### src/rtl/match_event_logger.sv
// Timestamps rising edges of a detector's match output and queues them in a small FIFO.
// Optional build macro MATCH_IRQ_EN adds a registered level/overflow interrupt output.
module match_event_logger #(
  parameter int unsigned TS_W       = 8,
  parameter int unsigned DEPTH      = 4,
  parameter int unsigned CNT_W      = 8,
  parameter int unsigned IRQ_THRESH = 2,
  localparam int unsigned LVL_W     = $clog2(DEPTH) + 1
) (
  input  logic             clk,
  input  logic             rst,
  input  logic             match_in,
  input  logic             clr,
  input  logic             evt_ready,
  output logic             evt_valid,
  output logic [TS_W-1:0]  evt_ts,
  output logic [CNT_W-1:0] evt_count,
  output logic [LVL_W-1:0] fifo_level,
`ifdef MATCH_IRQ_EN
  output logic             overflow,
  output logic             irq
`else
  output logic             overflow
`endif
);

  localparam int unsigned PTR_W = $clog2(DEPTH);

  // Parameter sanity, resolved at elaboration
  if ((DEPTH < 2) || ((DEPTH & (DEPTH - 1)) != 0)) begin : g_bad_depth
    $error("DEPTH must be a power of 2 and >= 2");
  end
  if ((IRQ_THRESH < 1) || (IRQ_THRESH > DEPTH)) begin : g_bad_thresh
    $error("IRQ_THRESH must be in 1..DEPTH");
  end

  logic [TS_W-1:0]  ts_cnt;
  logic             match_q;
  logic [PTR_W-1:0] rd_ptr, wr_ptr, rd_ptr_n, wr_ptr_n;
  logic [LVL_W-1:0] level_n;
  logic [CNT_W-1:0] count_n;
  logic             overflow_n;
  logic [TS_W-1:0]  head_n;
  logic [TS_W-1:0]  mem [DEPTH];

  logic event_c, pop_c, full_c, push_c;

  assign event_c = match_in & ~match_q;
  assign full_c  = (fifo_level == LVL_W'(DEPTH));
  assign pop_c   = (fifo_level != '0) & evt_ready;
  // A full FIFO still accepts a push when the head leaves on the same edge
  assign push_c  = event_c & (~full_c | pop_c);

  always_comb begin
    rd_ptr_n   = rd_ptr;
    wr_ptr_n   = wr_ptr;
    level_n    = fifo_level;
    count_n    = evt_count;
    overflow_n = overflow;
    head_n     = '0;
    if (clr) begin
      rd_ptr_n   = '0;
      wr_ptr_n   = '0;
      level_n    = '0;
      count_n    = '0;
      overflow_n = 1'b0;
    end else begin
      if (push_c) wr_ptr_n = wr_ptr + PTR_W'(1);
      if (pop_c)  rd_ptr_n = rd_ptr + PTR_W'(1);
      level_n = fifo_level + LVL_W'(push_c) - LVL_W'(pop_c);
      if (event_c && (evt_count != {CNT_W{1'b1}})) count_n = evt_count + CNT_W'(1);
      if (event_c && !push_c) overflow_n = 1'b1;
    end
    // Next head: the entry being written this edge if it lands at the new read slot
    if (level_n != '0) begin
      if (push_c && !clr && (wr_ptr == rd_ptr_n)) head_n = ts_cnt;
      else                                        head_n = mem[rd_ptr_n];
    end
  end

  always_ff @(posedge clk or negedge rst) begin
    if (!rst) begin
      ts_cnt     <= '0;
      match_q    <= 1'b1;
      rd_ptr     <= '0;
      wr_ptr     <= '0;
      fifo_level <= '0;
      evt_count  <= '0;
      overflow   <= 1'b0;
      evt_valid  <= 1'b0;
      evt_ts     <= '0;
    end else begin
      ts_cnt     <= ts_cnt + TS_W'(1);
      match_q    <= match_in;
      rd_ptr     <= rd_ptr_n;
      wr_ptr     <= wr_ptr_n;
      fifo_level <= level_n;
      evt_count  <= count_n;
      overflow   <= overflow_n;
      evt_valid  <= (level_n != '0);
      evt_ts     <= head_n;
    end
  end

  // Entry storage; contents are only meaningful under the level count
  always_ff @(posedge clk) begin
    if (!clr && push_c) mem[wr_ptr] <= ts_cnt;
  end

`ifdef MATCH_IRQ_EN
  always_ff @(posedge clk or negedge rst) begin
    if (!rst) irq <= 1'b0;
    else      irq <= (level_n >= LVL_W'(IRQ_THRESH)) | overflow_n;
  end
`endif

endmodule

### config.mk
export PLATFORM = sky130hd
export DESIGN_NAME = match_event_logger
export DESIGN_NICKNAME = d
export VERILOG_FILES = /design/src/rtl/match_event_logger.sv
export SDC_FILE = /design/constraint.sdc
export NUM_CORES = 1
export LEC_CHECK = 0
export CORE_MARGIN = 5
export CORE_UTILIZATION = 53
export CTS_BUF_LIST = sky130_fd_sc_hd__clkbuf_8
export DETAILED_ROUTE_END_ITERATION = 16
export PLACE_DENSITY = 0.85
export SLEW_MARGIN = 20
export SYNTH_ARGS = -nofsm -noshare
export SYNTH_HDL_FRONTEND = slang
export SYNTH_SLANG_ARGS = --single-unit
### constraint.sdc
create_clock -name clk -period 3.1 [get_ports clk]
set_input_delay 0.31 -clock clk [delete_from_list [all_inputs] [get_ports clk]]
set_output_delay 0.31 -clock clk [all_outputs]
set_load 0.01 [all_outputs]
## Word level (Yosys, flattened, before mapping)

Memories as Yosys holds them, arrays and structs flattened.
Index checks and enable logic that the tools add are counted.

- RAM bits: 32
- Memories: 1
- Output and inout bits: 21
- Logic and storage cells: 49
- Input port bits: 5
- Flip-flop bits (word level): 34

- Reductions and logical operators: 11
- Bitwise operators: 6
- Equality and inequality tests: 3
- Muxes and demuxes: 13
- Add/subtract/negate cells: 6

Memories:

| memory | depth | width | read ports | clocked after Yosys merged registers in | write ports | line | RTL |
|---|---|---|---|---|---|---|---|
| mem | 4 | 8 | 1 | 0 | 1 | 44 | `logic [TS_W-1:0] mem [DEPTH];` |

Operators by type and width:

| kind | number |
|---|---|
| $mux 8 | 4 |
| $add 8x1->8 const B | 2 |
| $mux 2 | 4 |
| $ne 8x8->1 const B | 1 |
| $reduce_bool 2->1 | 3 |
| $reduce_bool 3->1 | 2 |
| $add 2x1->2 const B | 2 |
| $logic_and 1x1->1 | 4 |
| $mux 1 | 4 |
| $add 3x1->3 | 1 |
| $and 1x1->1 | 3 |
| $eq 3x3->1 const B | 1 |
| $mux 3 | 1 |
| $sub 3x1->3 | 1 |
| $eq 2x2->1 | 1 |
| $logic_not 1->1 | 2 |
| $not 1->1 | 2 |
| $or 1x1->1 | 1 |

## Longest topological paths before layout

- Word-level depth: 9
- Depth in mapped cells: 14
- Mapped depth without buffers: 14

## Least setup slack after synthesis

OpenSTA, ideal clock, no wires.

- Path kind: register -> register
- From: register fifo_level[1]
- To: register evt_ts[1]
- Library setup time: 126 ps
- Buffers on the path: 0
- Path slack: 149 ps
- Data arrival time: 2825 ps
- Stages on the path, launching flop included: 15
- Required time: 2974 ps
- Clock period less this slack: 2951 ps
- Cell sequence: dfrtp_1 > nor4b_2 > nor2_1 > inv_1 > ha_1 > inv_1 > ha_1 > inv_1 > fa_1 > xnor3_1 > nor2_1 > nor3_4 > inv_1 > and3_2 > o21bai_1

- Cells in the longest elaborated chain, start to end: 9
- Elaborated cells on any way between the ends: 18
- Classes of those cells: add/sub: 2; eq/ne: 2; mux: 5; bitwise: 4; reduce/logical: 4; memory: 1

Ends and longest elaborated chain:

| element | line | RTL |
|---|---|---|
| start: declaration | 18 | `output logic [LVL_W-1:0] fifo_level,` |
| start signal: assignment | 97 | `fifo_level <= level_n;` |
| $reduce_bool 3->1 or $eq 3x3->1 (tied branches) | 50, 49 |  |
| $and 1x1->1 or $not 1->1 (tied branches) | 50, 52 |  |
| $or 1x1->1 | 52 | `assign push_c = event_c & (~full_c \| pop_c);` |
| $and 1x1->1 | 52 |  |
| $add 3x1->3 | 70 | `level_n = fifo_level + LVL_W'(push_c) - LVL_W'(pop_c);` |
| $sub 3x1->3 (*) | 70 |  |
| $mux 3 (*) | 61 | `if (clr) begin` |
| net level_n[2] | 40 | `logic [LVL_W-1:0] level_n;` |
| $reduce_bool 3->1 (*) | 75 | `if (level_n != '0) begin` |
| $mux 8 (*) | 75 |  |
| net head_n[1] | 43 | `logic [TS_W-1:0] head_n;` |
| end signal: assignment | 101 | `evt_ts <= head_n;` |
| end: declaration | 16 | `output logic [TS_W-1:0] evt_ts,` |

Mark *: on every way through the listed nets, which the timed path passes. The rest lies on a longest branch.
A chain may end at the register's enable or synchronous reset.

## Worst setup path in the final report

- From: register fifo_level[0]
- To: register evt_ts[7]

Same word-level chain as after synthesis.

==> summary.txt <==
Final GP Congestion -> 0.814
Fmax -> 346 MHz
Fraction of layout cells with a size suffix above 1 -> 0.157
Worst Setup Start Kind -> flip-flop
Slew headroom -> 0.598
Antenna violations before repair -> 0
Drt total wl -> 5150 µm
Finish-stage setup viols -> 0
Commonest non-fill, non-tap cells in the layout -> dfrtp_1 (33), edfxtp_1 (32), clkdlybuf4s50_1 (25), nor2_1 (13), inv_1 (12)
Post-route clock skew -> 0.0101 ns
Peak VDD IR -> 0.000330 V
YS warnings -> 0
CTS tree -> done
Fin. max-slew vios -> 0
Cts hold-fix bufs -> 0
Die Wd -> 84.3 µm
Setup WS post-layout -> 0.213 ns
Worst R2R Setup Slack -> 0.21 ns
Worst-Margin Slew -> 0.587 ns
Wirelength per Cell -> 15.8 µm
GR Util met2 -> 0.243
Final period util -> 0.931
Layout area overhead -> 19.1%
Core Area -> 5440 µm²
Hold Slack -> 0.389 ns
DP Wirelength -> 3580 µm
Row count -> 27
Dominant synthesized flop cell -> dfrtp_1
Max clock buf depth -> 2
Layout Nets -> 263
Post-synthesis async set-or-reset flop share -> 0.515
Die height -> 84.3 µm
Max incr delay on CP -> 0.46 ns
Gr ovfl total -> 0
Finished Core Util -> 0.640
Clock root buffer master -> clkbuf_8
FF-to-FF End -> evt_ts[7]
Critical path's slowest cell -> dfrtp_1
Synth cell types -> 43
CP startpoint -> fifo_level[0]
CP required -> 3.31 ns
Antenna Cells -> 0
CTS sink cnt -> 66
Post-Syn Area per Cell -> 13.9 µm²
Global-route wire length before repair -> 8890 µm
Worst Hold Class -> in2async
Starting Density -> 0.537
Largest net degree at the start of global routing -> 35
Leakage -> 1.44 nW
Commonest non-fill, non-tap cell in the layout -> dfrtp_1
Num CTS Buffers -> 9
Synth Instances -> 210
Overall routing resource usage -> 0.160
Setup crit end kind -> flip-flop
Most used cell, CP -> inv_1
# DRC -> 0
Initial drt markers -> 77
RSZ-0062 raised after global routing -> no
Power per standard cell area -> 720 nW/µm²
FF-to-FF Start -> fifo_level[0]
Met1 Use GR -> 0.218
EDFF count, synth -> 32
Critical path type -> reg2reg
Die area -> 7100 µm²
Yosys reg bits -> 66
Clock slew at reported path FFs -> 0.07 ns
Outcome -> completed
Max-cap viol count -> 0
Buffers on Ports -> 25
Post-synthesis sequential area ratio -> 0.620
DR vias/cell -> 5.41
Worst setup path endpoint -> evt_ts[7]
Post-Syn Area -> 2920 µm²
Worst-path fanout max -> 9
Met3 Usage GRT -> 0.0500
Net Count, Synth -> 224
Vias -> 1763
Tmin final -> 2.89 ns
Worst-skew pair later-pin latency -> 0.33 ns
Final ANT Viol Nets -> 0
Setup WS pre-CTS -> -0.0425 ns
Most Crowded Layer GR -> met2
Worst Reg-to-Reg Cells -> 14
Drt first pass iters -> 4
Vias in the first global route -> 1742
H-tree depth -> 3
Final Hold Fails -> 0
Critical path arrival -> 3.10 ns
CP cell instances -> nor4b_2 > nor2_1 > inv_1 > ha_1 > inv_1 > ha_1 > inv_1 > fa_1 > xnor3_1 > nor2_2 > nor3_4 > inv_1 > and3_2 > o21bai_1
IO Count -> 26
## routing by layer
layer / up-vias / routed length, µm / part of all wire
met4: 0 / 66 / 0.013
met3: 9 / 211 / 0.041
met2: 30 / 2390 / 0.46
met5: - / 0 / 0
li1: 843 / - / -
met1: 881 / 2490 / 0.48
## flip-flops by register name (all words and copies together), names as in the netlist
name        cells
evt_count       8
evt_ts          8
evt_valid       1
fifo_level      3
match_q         1
mem            32
overflow        1
rd_ptr          2
ts_cnt          8
wr_ptr          2
## worst min-delay path by stage
stage                  start            to  slack [ns]
floorplan                rst  evt_count[0]        0.01
global placement    overflow      overflow        0.48
detailed placement  overflow      overflow        0.50
CTS                      rst  evt_count[3]        0.39
global route             rst  evt_count[0]        0.43
finish                   rst  evt_count[0]        0.39
## layout make-up
type,count,area (µm²)
clock buffers,9,124
clock inverters,7,55.1
fillers,401,1960
inverters,9,33.8
multi-input cells,128,1040
flip-flops and latches,66,1810
well taps,72,90.1
repair buffers,35,325
## cell families (layout without fill, tap and decap cells)
| group | count (synthesis) | in the layout | share of synthesized area |
|---|---|---|---|
| buffers and inverters | 16 | 60 | 0.0278 |
| xor gates and xnor gates | 20 | 20 | 0.0719 |
| and+or+nand+nor | 52 | 52 | 0.101 |
| muxes | 8 | 8 | 0.0274 |
| AOI/OAI and AO/OA | 39 | 39 | 0.111 |
| adders and majority gates | 9 | 9 | 0.0411 |
| DFF | 66 | 66 | 0.620 |
## synth_stat cells, types with 4 or more instances
cell type,count,share of area
xor2_1,7,0.021
nand2_1,8,0.010
inv_1,9,0.012
edfxtp_1,32,0.33
o21a_1,8,0.021
a211o_1,7,0.021
and3_2,7,0.018
nand3_1,5,0.0086
dfrtp_1,33,0.28
ha_1,8,0.034
xnor2_1,10,0.030
a211oi_1,9,0.023
o21bai_1,7,0.018
and2_1,4,0.0086
nor2_1,15,0.019
mux2i_1,8,0.027
## stage by stage
| step | power, mW | TNS [ns] | cell area (µm²) | std cells |
|---|---|---|---|---|
| finish | 2.51 | 0 | 3480 | 326 |
| global route | 2.65 | 0 | 3480 | 326 |
| CTS | 2.50 | 0 | 3470 | 326 |
| detailed placement | 1.84 | -0.191 | 3290 | 310 |
| global placement | 1.83 | 0 | 3290 | 310 |
| floorplan | 1.55 | 0 | 2920 | 210 |
## critical path, delay by kind of cell (launching register included)
family	cells	cell delay, ns
AO/OA/AOI/OAI	1	0.15
XOR/XNOR	1	0.24
adder cells (fa/ha/maj)	3	0.70
buffers and inverters	4	0.34
flip-flops	1	0.46
AND/OR/NAND/NOR	5	0.87
## report_power, final
part / internal, mW / leakage [nW] / switching, mW
sequential: 1.00 / 0.753 / 0.0710
combinational: 0.395 / 0.587 / 0.385
clock: 0.357 / 0.104 / 0.299
## what timing repair did
item / in CTS / in global routing
hold endpoints to repair: 0 / 0
resized for setup: 0 / 3
endpoints found under the setup margin: 0 / 2
buffers inserted: 0 / 0
(Power assumes the default switching activity.)
==> patch 1, RTL diff (same flow settings) <==
Build with the macro `MATCH_IRQ_EN` defined.
--- a/src/rtl/match_event_logger.sv
+++ b/src/rtl/match_event_logger.sv
@@ -1,4 +1,6 @@
 // Timestamps rising edges of a detector's match output and queues them in a small FIFO.
 // Optional build macro MATCH_IRQ_EN adds a registered level/overflow interrupt output.
+`define MATCH_IRQ_EN
+
 module match_event_logger #(
   parameter int unsigned TS_W       = 8,
Formal check against the unedited RTL (old outputs only; new: irq): equivalent (equiv_simple and equiv_induct, registers matched by name and starting in step).
==> patch 1 against the unedited design <==
Area after synthesis decreased by 0.68%. Die area decreased by 0.60%. Clock power increased by 15%. Final area increased by 2.9%. Worst hold slack got worse by 0.0049 ns. Sequential power about the same. Via count increased by 10%. Sequential cell count increased by 1. Total power increased by 5.5%. Largest power group unchanged. Setup slack got worse by 0.058 ns. Utilization increased by 2.3 points. Wire length increased by 8.2%. Count of clock-buffer cells in the layout unchanged.
==> patch 1: results (changes against the unedited design) <==
vias in the first global route 1902 (+9.2%); met2 WL 2.812 mm (+18%); Antenna Diode Count 0 (unchanged); Tot GR Track Use 17.03% (+1.0 points); Worst-path clk slew 0.07 ns (about the same); Async SR Flop Fraction 52.24% (+0.72 points); top cells by count, synth 34 x dfrtp_1, 32 x edfxtp_1, 22 x nand2_1; placed cell areas 3359 um^2 (+2.1%); status finished, final reports clean; R2R Path End evt_ts[2]; DP Worst Slack -0.2108 ns (-0.1683 ns); hold crit path type primary input to async pin; hpwl dp 3.717 mm (+3.9%); largest net degree at the start of global routing 36 (+2.9%); CP delay by family, top simple AND/OR/NAND/NOR gates; number of detailed-route iterations in the first pass 4 (unchanged); synthesis warning total 0 (unchanged); nets 285 (+8.4%); Post-Layout Cell Count 348 (+6.7%); largest cells by area after synthesis edfxtp_1 33%, dfrtp_1 29%, ha_1 3.4%, xnor2_1 3.3%, nand2_1 2.8%; worst vdd ir 0.3172 mV (-3.8%); antenna violations before repair 0 (unchanged); Worst Path Max Fanout 8 (-1); met1 GRT Util 21.63% (-0.21 points); sequential-to-total area share from yosys stat 63.32% (+1.3 points); Lkg Pwr 1.471 nW (+1.9%); final WL 5.579 mm (+8.2%); H-tree Lvls 3 (unchanged); cell count after placement 332 (+7.1%); CTS Buffer Depth 2 (unchanged); worst setup path startpoint fifo_level[1]; Reg with most FFs mem; met2 Resource Use GR 27.77% (+3.4 points); Worst Reg2Reg Path Length in Cells 13 (-1); Post-Syn Area per Cell 12.96 um^2 (-6.9%); net count after synthesis 238 (+6.3%); Vias/cell 5.580 (+3.2%); Arr. time, crit path 3.17 ns (+0.07 ns); main flop type after synthesis dfrtp_1; reg2reg setup slack 0.15 ns (-0.06 ns); Synth top area share 33.10% (+0.23 points); met3 WL 270 um (+28%); Clock Skew 0.007659 ns (-0.002484 ns); Port Buf Inserts 26 (+4.0%); routability-driven placement congestion ratio 0.8535 (+4.9%); worst-margin pin slew 0.5614 ns (-0.02589 ns); slowest cell delay on critical path 0.43 ns (-0.03 ns); CTS Buf Count 9 (unchanged); count of different cell masters after synthesis 40 (-7.0%); critical path's slowest cell dfrtp_1; Root Driver clkbuf_8; 1st-iter DRT viols 219 (+180%); first-pass GRT wire length 9.397 mm (+5.7%); Metal-1 WL 2.372 mm (-4.7%); ratio of cells with drive above 1 in the final layout 15.58% (-0.17 points); worst hold margin 0.3839 ns (-0.004922 ns); met3 usage 2.567% (-2.4 points)
patch 1: cell count changes in the layout (fill, tap and decap cells not counted), sizes merged, moves of 8 or more:
cell | before | now
a32oi | 0 | 8
a22oi | 0 | 8
a22o | 0 | 8
o21a | 8 | 0
a211oi | 9 | 0
o21ai | 0 | 9
nand2 | 8 | 22
patch 1: area by class of cell:
cell class | instances | area, um^2
Clock buffer | 9 | 123.9
Clock inverter | 7 | 83.83
Fill cell | 382 | 1823
Inverter | 10 | 37.54
Multi-Input combinational cell | 140 | 1018
Sequential cell | 67 | 1838
Tap cell | 72 | 90.09
Timing Repair Buffer | 43 | 390.4
patch 1: worst max path at each step:
stage	endpoint	slack (ns)	depth (start not counted)
2_1_floorplan	evt_ts[0]	0.03	14
3_3_place_gp	evt_ts[7]	-0.1	15
3_5_place_dp	evt_ts[3]	-0.21	15
4_1_cts	evt_ts[2]	0.07	14
5_1_grt	evt_ts[2]	-0.05	13
6_report	evt_ts[2]	0.15	13
patch 1: cell families (layout without fill, tap and decap cells):
kind of cell / Yosys count / after routing / synth area share, %
DFF: 67 / 67 / 63.32
and+or+nand+nor: 67 / 67 / 11.34
AOI/OAI and AO/OA: 43 / 43 / 11.68
xor gates and xnor gates: 20 / 20 / 6.940
buffers and inverters: 17 / 69 / 2.241
adders and majority gates: 9 / 9 / 4.138
muxes: 1 / 1 / 0.3448
patch 1: timing repair:
action | CTS | global route
gates resized for setup | 0 | 4
endpoints found under the hold margin | 0 | 0
setup endpoints to repair | 0 | 8
buffers inserted | 0 | 1
patch 1: power by group:
part	switching, W	total [W]	internal, W
combinational	0.000412	0.000824	0.000412
clock	0.000310	0.000754	0.000444
sequential	0.0000519	0.00107	0.00102
total	0.000774	0.00265	0.00187
==> patch 2, RTL diff (same flow settings) <==
Made on the original files. Put one more register stage on the output `fifo_level`, without a reset. The value now appears one clock later. The other outputs are not delayed to match.
--- a/src/rtl/match_event_logger.sv
+++ b/src/rtl/match_event_logger.sv
@@ -27,4 +27,6 @@
   localparam int unsigned PTR_W = $clog2(DEPTH);
 
+  logic [LVL_W-1:0] fifo_level_s0;
+
   // Parameter sanity, resolved at elaboration
   if ((DEPTH < 2) || ((DEPTH & (DEPTH - 1)) != 0)) begin : g_bad_depth
@@ -47,6 +49,6 @@
 
   assign event_c = match_in & ~match_q;
-  assign full_c  = (fifo_level == LVL_W'(DEPTH));
-  assign pop_c   = (fifo_level != '0) & evt_ready;
+  assign full_c  = (fifo_level_s0 == LVL_W'(DEPTH));
+  assign pop_c   = (fifo_level_s0 != '0) & evt_ready;
   // A full FIFO still accepts a push when the head leaves on the same edge
   assign push_c  = event_c & (~full_c | pop_c);
@@ -55,5 +57,5 @@
     rd_ptr_n   = rd_ptr;
     wr_ptr_n   = wr_ptr;
-    level_n    = fifo_level;
+    level_n    = fifo_level_s0;
     count_n    = evt_count;
     overflow_n = overflow;
@@ -68,5 +70,5 @@
       if (push_c) wr_ptr_n = wr_ptr + PTR_W'(1);
       if (pop_c)  rd_ptr_n = rd_ptr + PTR_W'(1);
-      level_n = fifo_level + LVL_W'(push_c) - LVL_W'(pop_c);
+      level_n = fifo_level_s0 + LVL_W'(push_c) - LVL_W'(pop_c);
       if (event_c && (evt_count != {CNT_W{1'b1}})) count_n = evt_count + CNT_W'(1);
       if (event_c && !push_c) overflow_n = 1'b1;
@@ -85,5 +87,5 @@
       rd_ptr     <= '0;
       wr_ptr     <= '0;
-      fifo_level <= '0;
+      fifo_level_s0 <= '0;
       evt_count  <= '0;
       overflow   <= 1'b0;
@@ -95,5 +97,5 @@
       rd_ptr     <= rd_ptr_n;
       wr_ptr     <= wr_ptr_n;
-      fifo_level <= level_n;
+      fifo_level_s0 <= level_n;
       evt_count  <= count_n;
       overflow   <= overflow_n;
@@ -115,4 +117,8 @@
 `endif
 
+  always_ff @(posedge clk) begin
+    fifo_level <= fifo_level_s0;
+  end
+
 endmodule
 
Behaviour: not the same (Yosys sat finds a counterexample within 4 cycles, from zero or initial values and one cycle with rst low).
==> patch 2 against the unedited design <==
Wire length up 1.1%. Count of clock-buffer cells in the layout up 2. Setup slack worse by 0.034 ns. Final area up 2.4%. Critical path depth unchanged. Sequential cell count up 3. Synthesized cell count up 1.4%. Total power up 4.9%. Area after synthesis up 2.1%. Highest routed layer unchanged.
==> patch 2: results (changes against the unedited design) <==
top cells by count, synth 33 x dfrtp_1, 32 x edfxtp_1, 15 x nor2_1; compound-cell area share of the yosys netlist 10.86% (-0.22 points); met3 WL 212 um (+0.47%); Metal-1 WL 2.208 mm (-11%); XOR/XNOR Fraction of Synth Area 7.047% (-0.14 points); top sig layer met4; Tot GR Track Use 16.15% (+0.12 points); Vias/cell 5.377 (-0.57%); CTS Buf Count 9 (unchanged); first-pass GRT wire length 9.011 mm (+1.4%); count of different cell masters after synthesis 44 (+2.3%); worst-margin pin slew 0.7028 ns (+0.1156 ns); worst setup path startpoint fifo_level_s0[0]; met2 WL 2.642 mm (+11%); antenna violations before repair 0 (unchanged); H-tree Lvls 3 (unchanged); met2 Resource Use GR 25.42% (+1.1 points); Worst-path clk slew 0.07 ns (about the same); 1st-iter DRT viols 104 (+35%); routability-driven placement congestion ratio 0.7874 (-3.2%); vias in the first global route 1788 (+2.6%); sequential-to-total area share from yosys stat 62.79% (+0.76 points); synthesis warning total 0 (unchanged); CTS Buffer Depth 2 (unchanged); Antenna Diode Count 0 (unchanged); status finished, final reports clean; main flop type after synthesis dfrtp_1; CP delay by family, top adder cells; critical path's slowest cell dfrtp_1; hold crit path type primary input to async pin; Clock Skew 0.009103 ns (-0.001039 ns); met1 GRT Util 20.86% (-0.98 points); worst vdd ir 0.3537 mV (+7.3%); Lkg Pwr 1.473 nW (+2.1%); net count after synthesis 227 (+1.3%); met3 usage 3.301% (-1.7 points); hpwl dp 3.572 mm (-0.17%); mux cell area share after synthesis 2.685% (-0.055 points); Synth Area in Adders 4.027% (-0.083 points); nets 266 (+1.1%); ratio of cells with drive above 1 in the final layout 15.95% (+0.21 points); Worst Path Max Fanout 8 (-1); wire per inst 15.84 um (+0.16%); Reg with most FFs mem; Root Driver clkbuf_8; Async SR Flop Fraction 49.28% (-2.2 points); Post-synth EDFFs 32 (unchanged); Arr. time, crit path 3.17 ns (+0.07 ns); number of detailed-route iterations in the first pass 4 (unchanged); largest cells by area after synthesis edfxtp_1 32%, dfrtp_1 28%, ha_1 3.4%, xnor2_1 2.9%, mux2i_1 2.7%; number of flip-flops under the largest register name 32 (unchanged); Port Buf Inserts 25 (unchanged)
-- patch 2: cell types whose count changed after synthesis, sizes merged --
cell and delta:
dfxtp +3
-- patch 2: cell families (layout without fill, tap and decap cells) --
logic type	count (synthesis)	in the layout
flops	69	69
simple gates	52	52
compound gates	39	39
xor+xnor	20	20
buf+inv	16	60
fa+ha+maj	9	9
mux	8	8
-- patch 2: layout make-up --
class / count / area, um^2
Clock buffer: 11 / 151.4
Sequential cell: 69 / 1873
Timing Repair Buffer: 35 / 325.3
Multi-Input combinational cell: 128 / 1045
Tap cell: 72 / 90.09
Clock inverter: 5 / 48.80
Fill cell: 400 / 1906
Inverter: 9 / 33.78
-- patch 2: worst paths after layout --
path                                          to  slack [ns]  depth (start not counted)
worst max register to register         evt_ts[3]        0.18                         14
min in group clk                        overflow        0.52                          2
worst max-delay path                   evt_ts[3]        0.18                         14
worst min register to register          overflow        0.52                          2
max in group asynchronous                match_q        2.39                          2
worst min-delay path            fifo_level_s0[2]        0.38                          2
-- patch 2: power by group --
group	internal [W]	total [W]	switching, W
Sequential	0.00105	0.00113	0.0000729
Clock	0.000408	0.000721	0.000313
Combinational	0.000393	0.000783	0.000390
Total	0.00185	0.00263	0.000776
-- patch 2: metrics by stage --
stage	hold slack, ns	worst slack [ns]	instances	cell area (um^2)
floorplan	0.01441	0.1911	213	2983
global placement	0.4775	0.06128	313	3351
detailed placement	0.5117	-0.06774	313	3351
CTS	0.3852	0.02525	329	3551
global route	0.4240	-0.0002933	329	3567
finish	0.3807	0.1790	329	3567
-- patch 2: repair_timing --
| item | in CTS | in global routing |
|---|---|---|
| hold buffers | 0 | 0 |
| setup endpoints to repair | 0 | 2 |
| buffers inserted | 0 | 0 |
| resized for setup | 0 | 2 |
